`src/rtl/mem_read_b_pkg.sv`:
```
// Shared definitions for the B-matrix reader: FSM state encoding, read-latency bounds
// and the bank/layout constants it shares with the B writer.
package mem_read_b_pkg;

   // B layout: element (r, p*N2+x) lives in bank x at address p*M2+r.
   localparam int unsigned N2_DEF     = 4;
   localparam int unsigned RD_LAT_MIN = 1;
   localparam int unsigned RD_LAT_MAX = 4;

   // Fields of the out_valid/out_first/out_last delay line.
   localparam int unsigned PIPE_W     = 3;
   localparam int unsigned PIPE_VALID = 2;
   localparam int unsigned PIPE_FIRST = 1;
   localparam int unsigned PIPE_LAST  = 0;

   typedef enum logic [1:0] {
      ST_IDLE  = 2'd0,
      ST_RUN   = 2'd1,
      ST_DRAIN = 2'd2
   } rd_state_t;

endpackage

```
`src/rtl/mem_read_b_delay_line.sv`:
```
// Fixed-depth shift register; aligns read-side flags with the bank output data.
module delay_line #(
   parameter int unsigned WIDTH = 3,
   parameter int unsigned DEPTH = 1
) (
   input  logic             clk,
   input  logic             rst_n,
   input  logic [WIDTH-1:0] din,
   output logic [WIDTH-1:0] dout
);

   logic [WIDTH-1:0] pipe [DEPTH];

   always_ff @(posedge clk or negedge rst_n) begin
      if (!rst_n) begin
         for (int k = 0; k < DEPTH; k++) pipe[k] <= '0;
      end else begin
         pipe[0] <= din;
         for (int k = 1; k < DEPTH; k++) pipe[k] <= pipe[k-1];
      end
   end

   assign dout = pipe[DEPTH-1];

endmodule

```
`src/rtl/mem_read_b.sv`:
```
// B-matrix reader: replays all column tiles of B once per A row tile, issuing one
// common address to every bank and flagging the first/last row of each tile.
//
// state    | meaning
// ST_IDLE  | waiting for start; sizes are latched here
// ST_RUN   | issuing reads, one per non-stalled cycle
// ST_DRAIN | last read issued, waiting RD_LAT cycles for its data
module mem_read_b
   import mem_read_b_pkg::*;
#(
   parameter int unsigned N2           = N2_DEF,
   parameter int unsigned MATRIXSIZE_W = 16,
   parameter int unsigned ADDR_W       = 12,
   parameter int unsigned RD_LAT       = 1
) (
   input  logic                    clk,
   input  logic                    rst_n,
   input  logic [MATRIXSIZE_W-1:0] M2,
   input  logic [MATRIXSIZE_W-1:0] M3dN2,
   input  logic [MATRIXSIZE_W-1:0] M1dN1,
   input  logic                    start,
   input  logic                    stall,
   output logic                    rd_en_B,
   output logic [ADDR_W-1:0]       rd_addr_B,
   output logic                    out_valid,
   output logic                    out_first,
   output logic                    out_last,
   output logic                    busy,
   output logic                    done
);

   if (N2 < 1 || RD_LAT < RD_LAT_MIN || RD_LAT > RD_LAT_MAX) begin : g_param_check
      $error("mem_read_b: N2 must be >= 1 and RD_LAT must lie in 1..4");
   end

   localparam logic [MATRIXSIZE_W-1:0] ONE = MATRIXSIZE_W'(1);

   rd_state_t               state;
   logic [MATRIXSIZE_W-1:0] m2_q, m3_q, m1_q;
   logic [MATRIXSIZE_W-1:0] r_cnt, p_cnt, i_cnt;
   logic [ADDR_W-1:0]       offset;
   logic [1:0]              drain_cnt;
   logic                    r_last, p_last, i_last, sizes_ok;
   logic [PIPE_W-1:0]       pipe_in, pipe_out;

   assign sizes_ok = (M2 != '0) && (M3dN2 != '0) && (M1dN1 != '0);
   assign r_last   = (r_cnt == m2_q - ONE);
   assign p_last   = (p_cnt == m3_q - ONE);
   assign i_last   = (i_cnt == m1_q - ONE);

   // Reads are only issued in RUN and are suppressed combinationally by stall.
   assign rd_en_B   = (state == ST_RUN) && !stall;
   assign rd_addr_B = offset + ADDR_W'(r_cnt);
   assign busy      = (state != ST_IDLE);

   always_ff @(posedge clk or negedge rst_n) begin
      if (!rst_n) begin
         state     <= ST_IDLE;
         m2_q      <= '0;
         m3_q      <= '0;
         m1_q      <= '0;
         r_cnt     <= '0;
         p_cnt     <= '0;
         i_cnt     <= '0;
         offset    <= '0;
         drain_cnt <= '0;
         done      <= 1'b0;
      end else begin
         done <= 1'b0;
         case (state)
            ST_IDLE: begin
               if (start) begin
                  if (sizes_ok) begin
                     m2_q   <= M2;
                     m3_q   <= M3dN2;
                     m1_q   <= M1dN1;
                     r_cnt  <= '0;
                     p_cnt  <= '0;
                     i_cnt  <= '0;
                     offset <= '0;
                     state  <= ST_RUN;
                  end else begin
                     done <= 1'b1;
                  end
               end
            end
            ST_RUN: begin
               if (!stall) begin
                  if (r_last && p_last && i_last) begin
                     r_cnt     <= '0;
                     p_cnt     <= '0;
                     i_cnt     <= '0;
                     offset    <= '0;
                     drain_cnt <= 2'(RD_LAT - 1);
                     state     <= ST_DRAIN;
                  end else if (r_last) begin
                     r_cnt <= '0;
                     if (p_last) begin
                        p_cnt  <= '0;
                        offset <= '0;
                        i_cnt  <= i_cnt + ONE;
                     end else begin
                        p_cnt  <= p_cnt + ONE;
                        offset <= offset + ADDR_W'(m2_q);
                     end
                  end else begin
                     r_cnt <= r_cnt + ONE;
                  end
               end
            end
            ST_DRAIN: begin
               if (drain_cnt == 2'd0) begin
                  state <= ST_IDLE;
                  done  <= 1'b1;
               end else begin
                  drain_cnt <= drain_cnt - 2'd1;
               end
            end
            default: state <= ST_IDLE;
         endcase
      end
   end

   // Flags are gated by rd_en_B so they never appear without a valid beat.
   assign pipe_in[PIPE_VALID] = rd_en_B;
   assign pipe_in[PIPE_FIRST] = rd_en_B && (r_cnt == '0);
   assign pipe_in[PIPE_LAST]  = rd_en_B && r_last;

   delay_line #(
      .WIDTH (PIPE_W),
      .DEPTH (RD_LAT)
   ) u_delay_line (
      .clk   (clk),
      .rst_n (rst_n),
      .din   (pipe_in),
      .dout  (pipe_out)
   );

   assign out_valid = pipe_out[PIPE_VALID];
   assign out_first = pipe_out[PIPE_FIRST];
   assign out_last  = pipe_out[PIPE_LAST];

endmodule

```
`config.mk`:
```
export PLATFORM = sky130hd
export DESIGN_NAME = mem_read_b
export DESIGN_NICKNAME = d
export VERILOG_FILES = /design/src/rtl/mem_read_b_pkg.sv /design/src/rtl/mem_read_b_delay_line.sv /design/src/rtl/mem_read_b.sv
export SDC_FILE = /design/constraint.sdc
export NUM_CORES = 1
export LEC_CHECK = 0
export CAP_MARGIN = 10
export CORE_MARGIN = 2
export CORE_UTILIZATION = 45
export CTS_CLUSTER_SIZE = 8
export DETAILED_ROUTE_END_ITERATION = 8
export GPL_TIMING_DRIVEN = 0
export PLACE_DENSITY_LB_ADDON = 0.2
export SLEW_MARGIN = 15
export SYNTH_ARGS = -nofsm -noshare
export SYNTH_HDL_FRONTEND = slang
export SYNTH_SLANG_ARGS = --single-unit
```
`constraint.sdc`:
```
create_clock -name clk -period 3.48 [get_ports clk]
set_input_delay 0.696 -clock clk [delete_from_list [all_inputs] [get_ports clk]]
set_output_delay 0.696 -clock clk [all_outputs]
set_load 0.005 [all_outputs]
```
Word level (Yosys, flattened, before mapping) --
Index checks and enable logic that the tools add are counted.
Word-level totals: memory bits (writable) 0, memories 0, register bits 116, output and inout bits 18, input port bits 52, latch bits 0, word-level logic and storage cells 93, memory bits (read-only) 0
Cells by class: bitwise gates (word level) 0, shift-type cells 0, div/mod/pow operators 0, equality and inequality tests 13, order comparisons 0, $mul 0, mux-type cells 37, reduce and logical (&&, ||, !) cells 23, add/subtract/negate cells 9
Operators with widths (count):
- $mux W16 | 13
- $pmux W16 S2 | 3
- $mux W12 | 6
- $add A16 B1 Y16 const B | 3
- $eq A16 B16 Y1 | 3
- $reduce_bool A16 Y1 | 3
- $sub A16 B1 Y16 const B | 3
- $add A12 B12 Y12 | 2
- $pmux W12 S2 | 1
- $logic_not A16 Y1 | 1
- $mux W2 | 8
- $ne A2 B2 Y1 const B | 5
- $reduce_and A5 Y1 | 2
- $reduce_and A4 Y1 | 2
- $logic_and A1 B1 Y1 | 7
- $ne A3 B2 Y1 const B | 2
- $pmux W2 S3 | 1
- $reduce_and A6 Y1 | 1
- $reduce_bool A2 Y1 | 3
- $logic_not A2 Y1 | 2
- $pmux W2 S2 | 1
- $mux W1 | 3
- $reduce_and A3 Y1 | 1
- $eq A2 B1 Y1 const B | 1
- other kinds (5) | 5

Logic depth before layout (Yosys ltp) --
Gate-level depths: netlist of the first run.
depth in word-level cells 7, mapped depth 14, depth with buffers taken out 12

Cells and area by module --
Synthesis of the first run repeated with hierarchy kept, for this count alone.
Unflattened totals: cell total of the unflattened synthesis 838, area, all modules 7900.1 um2
By module, submodules not included:
- mem_read_b | area an instance 7825.0 um2, instances 1, seq. area each 2827.7 um2, cells an instance 835
- delay_line | area an instance 75.1 um2, instances 1, seq. area each 75.1 um2, cells an instance 3

Worst setup path before layout of the first run --
Ideal clock, no wire load.
path type flip-flop to flip-flop, start reg m1_q[0], end reg i_cnt[9], setup time 0.125 ns, period minus slack after synthesis 3.159 ns, path slack 0.321 ns, data arrival time 3.034 ns, data required time 3.355 ns, cell stages (with the launch flop) 13, buffers on the path 1, path through dfrtp_1 inv_1 ha_1 nor3b_1 xnor2_1 nand3_1 or4_1 a2111oi_0 o2111a_1 a31oi_1 buf_2 a21oi_1 mux2i_1
On the way: longest elaborated chain between the ends 6, elaborated cells between the ends (all ways) 9, those cells by class 1 x add/sub; 3 x eq/ne; 3 x mux; 2 x reduce/logical
Ends and longest elaborated chain:
- start: declaration | line mem_read_b.sv:39 | logic [MATRIXSIZE_W-1:0] m2_q, m3_q, m1_q;
- start signal: assignment | line mem_read_b.sv:76 | m1_q <= M1dN1;
- $sub A16 B1 Y16 (*) | line mem_read_b.sv:49 | assign i_last = (i_cnt == m1_q - ONE);
- $eq A16 B16 Y1 (*) | line mem_read_b.sv:49
- $logic_and A1 B1 Y1 (*) | line mem_read_b.sv:89 | if (r_last && p_last && i_last) begin
- $mux W16 | line mem_read_b.sv:89
- $mux W16 | line mem_read_b.sv:88 | if (!stall) begin
- $pmux W16 S2 | line mem_read_b.sv:70 | case (state)
- end signal: assignment | line mem_read_b.sv:101 | i_cnt <= i_cnt + ONE;
- end: declaration | line mem_read_b.sv:40 | logic [MATRIXSIZE_W-1:0] r_cnt, p_cnt, i_cnt;
Mark *: on every way between the ends. The rest lies on a longest branch, timed or not. The select of a mux whose other input is x is not followed. A chain may end at the register's enable or synchronous reset.

Worst setup path after layout of the first run --
start reg r_cnt[1], end out rd_addr_B[11]
On the way: longest elaborated chain between the ends 1
Ends and longest elaborated chain:
- start: declaration | line mem_read_b.sv:40
- start signal: assignment | line mem_read_b.sv:107 | r_cnt <= r_cnt + ONE;
- $add A12 B12 Y12 | line mem_read_b.sv:53 | assign rd_addr_B = offset + ADDR_W'(r_cnt);
- end: declaration | line mem_read_b.sv:24 | output logic [ADDR_W-1:0] rd_addr_B,
Every way passes these cells.

==> results of run 1 <==
## area by class of cell
cell class | instances | area, sq um
fill | 1535 | 7047
multi-input combinational | 722 | 4778
sequential | 116 | 2913
timing repair buffer | 107 | 1022
clock buffer | 23 | 488.0
tap | 225 | 281.5
buffer | 34 | 200.2
clock inverter | 9 | 172.7
inverter | 40 | 153.9
## metrics by stage
| stage | hold slack, ns | std cells |
|---|---|---|
| 6_report | 0.2668 | 1276 |
| 5_1_grt | 0.3080 | 1276 |
| 4_1_cts | 0.2853 | 1256 |
| 3_5_place_dp | 0.4874 | 1211 |
| 3_3_place_gp | 0.4808 | 1210 |
| 2_1_floorplan | 0.4004 | 916 |
## power by group through the flow
stage	clock network (mW)	logic, mW	registers (mW)
2_1_floorplan	0	0.774	1.61
3_3_place_gp	0	1.14	1.67
3_5_place_dp	0	1.16	1.67
4_1_cts	1.98	1.27	1.65
5_1_grt	2.04	1.50	1.67
6_report	1.96	1.35	1.65
## registers in the layout (all words and copies together) (netlist names)
| signal | flops |
|---|---|
| done | 1 |
| drain_cnt | 2 |
| i_cnt | 16 |
| m1_q | 16 |
| m2_q | 16 |
| m3_q | 16 |
| offset | 12 |
| p_cnt | 16 |
| r_cnt | 16 |
| state | 2 |
| u_delay_line.dout | 3 |
## worst max-delay path: cells and delay by family, from the launching register on
kind                       cells  cell delay (ns)
adders and majority gates      1             0.22
AOI/OAI and AO/OA              7             1.36
buffers and inverters          1             0.13
and+or+nand+nor                1             0.14
DFF                            1             0.45
xor gates and xnor gates       1             0.16
## metal layers
layer	GRT usage	vias up
li1	-	3492
met1	0.3248	3383
met2	0.4075	148
met5	0	-
met3	0.04302	27
met4	0.07002	0
## layout by cell type, fill, tap and decap left out, types with 27 or more instances in the layout
cell type / count
xor2_1: 38
nand3_1: 27
nand2_1: 169
or3_1: 32
nor2_1: 48
buf_4: 31
ha_1: 27
o21ai_0: 39
a21oi_1: 39
clkdlybuf4s50_1: 62
inv_1: 37
xnor2_1: 52
dfrtp_1: 108
## what timing repair did
item                       4_1_cts  5_1_grt
hold buffers                     0        0
gates resized for setup         36       70
gates cloned                     0        1
setup endpoints to repair       59       58
setup buffers                   14       22
pin swaps                       13       29
## cells by family after synthesis
| kind of cell | count (synthesis) | synth area share |
|---|---|---|
| adders and majority gates | 32 | 0.05348 |
| buffers and inverters | 78 | 0.04317 |
| DFF | 116 | 0.3737 |
| muxes | 8 | 0.01047 |
| xor gates and xnor gates | 91 | 0.1026 |
| AOI/OAI and AO/OA | 167 | 0.1364 |
| and+or+nand+nor | 424 | 0.2801 |
## final timing paths
path | start | endpoint | slack, ns
max | r_cnt[1] | rd_addr_B[11] | -0.09
min | rst_n | offset[4] | 0.27
min reg2reg | m1_q[15] | m1_q[15] | 0.50
max reg2reg | m2_q[4] | i_cnt[11] | 0.09
min in group clk | m1_q[15] | m1_q[15] | 0.50
max in group asynchronous | rst_n | m1_q[2] | 2.50
==> impl_metrics.json, run 1 <==
{
  "status": "finished with violations",
  "failed_checks": "negative setup slack",
  "fin_skew_ns": 0.008456,
  "clockBufferDepth": 2,
  "vias": 7050,
  "hold_viol_final": 0,
  "wl_per_cell_um": 16.78,
  "crit_path_max_fanout": 2,
  "ant_nets": 0,
  "die_h_um": 135.4,
  "max_stage_delay_ns": 0.45,
  "worst-setup-path-type": "flop to output port",
  "grt_pass1_vias": 6663,
  "cp_common_cell": "o21a_1",
  "die_area_sq_mm": 0.01833,
  "setup_ws_ns": -0.08877,
  "drtIter0Drc": 439,
  "root_buffer": "clkbuf_16",
  "cp.required_ns": 2.78,
  "cts_max_level": 4,
  "critical_path_arrival_ns": 2.87,
  "leakagePower_nw": 4.398,
  "clk_pin_slew_ns": 0.05,
  "ys_warn_count": 0,
  "combPwrFrac": 0.272,
  "avgSynthCellArea_sq_um": 8.480,
  "synth_most_common_cell": "nand2_1",
  "fp-row-count": 48,
  "crit_path_end_kind": "output port",
  "synth_top_area_cell": "dfrtp_1",
  "start_kind": "flop",
  "finalPower_mw": 4.955,
  "peakVddDrop_mv": 0.3534,
  "io_buffers": 69,
  "synth_common_cells": "nand2_1, dfrtp_1, xnor2_1",
  "cp_slowest_cell": "dfrtp_2",
  "worst-r2r-cell-count": 11,
  "routabilityCongestion": 0.8386,
  "num_antenna_cells": 0,
  "m1WireLength_um": 9767,
  "synth.distinct_cells": 71,
  "max-cap-violations": 0,
  "slew_violations": 0,
  "fmax_mhz": 280.2,
  "ys_seq_elements": 116,
  "power_switching_share": 0.2911,
  "grt_max_degree": 62,
  "fin_crit_sh": 1.026,
  "dr_wl_met3_um": 808,
  "place_hpwl_um": 15340,
  "layout-drive-gt1-share": 0.1503,
  "core_region_area_sq_mm": 0.01706,
  "area_growth_pct": 28.87,
  "synth.top_cell.area_share": 0.3737,
  "cts-buffers-inserted": 17,
  "crit_chain": "ha_4 -> a21o_1 -> a21oi_2 -> nand2b_4 -> a21boi_2 -> o311a_1 -> o21a_1 -> o21a_1 -> o41ai_2 -> xnor2_1 -> buf_2",
  "slew_headroom": 0.5064,
  "rsz0062_at_grt": "true",
  "maxUsedRoutingLayer": "met4",
  "wl_met2_um": 10360,
  "setup_viol": 2,
  "synth-edff-count": 0,
  "grt_pass1_wl_um": 34800,
  "cts_tree": "built",
  "gr-total-overflow": 0,
  "syn_inst": 916,
  "finalSetupTns_ns": -0.1122,
  "pin_count": 70,
  "pwr-share-seq": 0.333,
  "fin_area_sq_mm": 0.01001,
  "remaining_drc_errors": 0,
  "die_x_um": 135.4,
  "start_util": 0.4554,
  "wl_um": 21410,
  "viasPerCell": 5.525,
  "hold_class": "input port to async pin",
  "synth_area_leaders": "dfrtp_1, nand2_1, xnor2_1",
  "layout_min_cycle_time_ns": 3.569,
  "first_pass_iters": 5,
  "netlist_area_sq_mm": 0.007767,
  "pre_cts_ws_ns": -0.4814,
  "pwr-share-clk": 0.395,
  "synth-async-reset-ratio": 1.000,
  "dpl_cell_area_sq_mm": 0.008768,
  "p_per_area_mw_per_mm2": 495.1,
  "p_int_mw": 3.513,
  "num-nets-final": 1122,
  "clock_latency_ns": 0.42,
  "final_core_util": 0.5869,
  "tightest_slew_ns": 0.7404,
  "antenna_found_initial": 0,
  "clock_sink_count": 116,
  "syn_nets": 1000,
  "p_sw_mw": 1.442,
  "ys.flop_type": "dfrtp_1",
  "seq_area_frac_synth": 0.3737,
  "grtUsageTotal": 0.2435
}
Note: power is estimated with default switching activity, not from simulation.
==> run 2, diff against run 1 <==
--- a/config.mk
+++ b/config.mk
@@ -6,12 +6,10 @@
 export NUM_CORES = 1
 export LEC_CHECK = 0
 export CAP_MARGIN = 10
-export CORE_MARGIN = 2
 export CORE_UTILIZATION = 45
 export CTS_CLUSTER_SIZE = 8
 export DETAILED_ROUTE_END_ITERATION = 8
-export GPL_TIMING_DRIVEN = 0
-export PLACE_DENSITY_LB_ADDON = 0.2
+export PLACE_DENSITY = 0.72
 export SLEW_MARGIN = 15
 export SYNTH_ARGS = -nofsm -noshare
 export SYNTH_HDL_FRONTEND = slang
==> impl_metrics.json, run 2 (synthesis results as in run 1) <==
{
  "status": "finished with violations",
  "failed_checks": "negative setup slack",
  "wl_per_cell_um": 15.69,
  "cp_slowest_cell": "dfrtp_1",
  "max-cap-violations": 0,
  "clock_sink_count": 116,
  "slew_headroom": 0.5253,
  "routabilityCongestion": 0.9142,
  "peakVddDrop_mv": 0.3540,
  "hold_buffers": 0,
  "hold_viol_final": 0,
  "fin_cells": 1261,
  "first_pass_iters": 6,
  "p_per_area_mw_per_mm2": 486.0,
  "fin_skew_ns": 0.008534,
  "io_buffers": 69,
  "layout_commonest_cell": "nand2_1",
  "start_kind": "flop",
  "layout-drive-gt1-share": 0.1278,
  "start_util": 0.4651,
  "drtIter0Drc": 454,
  "grt_pass1_wl_um": 32940,
  "final_cell_mix": "nand2_1, dfrtp_1, buf_4",
  "fp-row-count": 47,
  "clk_pin_slew_ns": 0.05,
  "max_stage_delay_ns": 0.38,
  "path_buf_inv": 1,
  "place_hpwl_um": 14470,
  "setup_ws_ns": -0.05502,
  "crit_path_max_fanout": 2,
  "crit_path_end_kind": "output port",
  "cts_max_level": 4,
  "crit_chain": "ha_1 -> a21o_1 -> a21oi_2 -> nand2b_4 -> a21boi_2 -> o311a_1 -> o21a_1 -> o21a_1 -> o41ai_2 -> xnor2_1 -> buf_2",
  "grt_pass1_vias": 6703,
  "die_h_um": 133.4,
  "path_delay_family": "compound AO/OA/AOI/OAI gates",
  "hold_class": "input port to async pin",
  "wl_um": 19780,
  "grtUsageTotal": 0.2337,
  "root_buffer": "clkbuf_16",
  "reg2reg_slack_ns": 0.19,
  "grt_max_degree": 82,
  "ant_nets": 0,
  "setup_viol": 1,
  "leakagePower_nw": 4.356,
  "antenna_found_initial": 0,
  "clockBufferDepth": 2,
  "remaining_drc_errors": 0,
  "fin_crit_sh": 1.016,
  "rsz0062_at_grt": "true",
  "cts-buffers-inserted": 17,
  "die_area_sq_mm": 0.01779,
  "cp.required_ns": 2.78,
  "tightest_slew_ns": 0.7094,
  "num-nets-final": 1115,
  "slew_violations": 0,
  "gr-total-overflow": 0,
  "area_growth_pct": 24.92,
  "num_antenna_cells": 0,
  "pre_cts_ws_ns": -0.1134,
  "die_x_um": 133.4,
  "vias": 7015,
  "place_inst": 1222,
  "viasPerCell": 5.563,
  "clock_latency_ns": 0.42,
  "cp_common_cell": "o21a_1",
  "pin_count": 70,
  "cts_tree": "built",
  "fmax_mhz": 282.9,
  "critical_path_arrival_ns": 2.84,
  "final_core_util": 0.5810,
  "worst-setup-path-type": "flop to output port",
  "layout_min_cycle_time_ns": 3.535,
  "core_region_area_sq_mm": 0.01670
}
-- run 2: cell types whose count changed in the layout (fill, tap and decap cells not counted), moves of 3 or more --
cell           previous run  this run
a21oi_1                  39        42
buf_1                     5         0
buf_2                     7         1
buf_4                    31        64
buf_6                    14         1
bufinv_16                 5         2
clkbuf_1                 18         2
dfrtp_1                 108       116
dfrtp_2                   8         0
dlygate4sd2_1             0         3
nor3_1                   22        25
nor3b_1                   3         6
-- run 2: cell type report --
cell class                      count  area (sq um)
Timing Repair Buffer              134          1187
Fill cell                        1526          6998
Sequential cell                   116          2903
Clock inverter                      4         70.07
Inverter                           40         150.1
Multi-Input combinational cell    722          4602
Tap cell                          220         275.3
Clock buffer                       25         515.5
-- run 2: worst paths after layout --
check,startpoint,end,cells past startpoint
worst min-delay path,rst_n,u_delay_line.dout[1],1
worst max-delay path,offset[1],rd_addr_B[11],11
min in group clk,m3_q[15],m3_q[15],2
max in group asynchronous,rst_n,m3_q[13],2
worst max register to register,m2_q[4],p_cnt[2],9
worst min register to register,m3_q[15],m3_q[15],2
-- run 2: power breakdown --
group / leakage (nW) / internal (mW) / switching [mW]
clock network: 0.291 / 1.15 / 0.599
logic: 2.59 / 0.707 / 0.649
registers: 1.47 / 1.47 / 0.133
-- run 2: metrics by stage --
| stage | hold slack, ns | power (mW) | TNS [ns] | cell area, sq um |
|---|---|---|---|---|
| 5_1_grt | 0.2761 | 4.963 | -0.5912 | 9703 |
| 6_report | 0.2393 | 4.716 | -0.05502 | 9703 |
| 3_3_place_gp | 0.4879 | 2.874 | -0.08607 | 8976 |
| 2_1_floorplan | 0.4004 | 2.380 | 0 | 7767 |
| 4_1_cts | 0.2484 | 4.708 | -0.1837 | 9642 |
| 3_5_place_dp | 0.4968 | 2.896 | -0.1134 | 8976 |
-- run 2: layer usage --
metal,vias up,global-route usage,share of wire
met1,3315,0.3023,0.45
met3,43,0.04376,0.040
li1,3474,-,-
met4,0,0.09028,0.028
met2,183,0.3869,0.48
met5,-,0,0
-- run 2: timing repair --
action	in CTS	in global routing
setup endpoints to repair	6	36
gates resized for setup	22	14
setup buffers	9	1
pin swaps	10	6
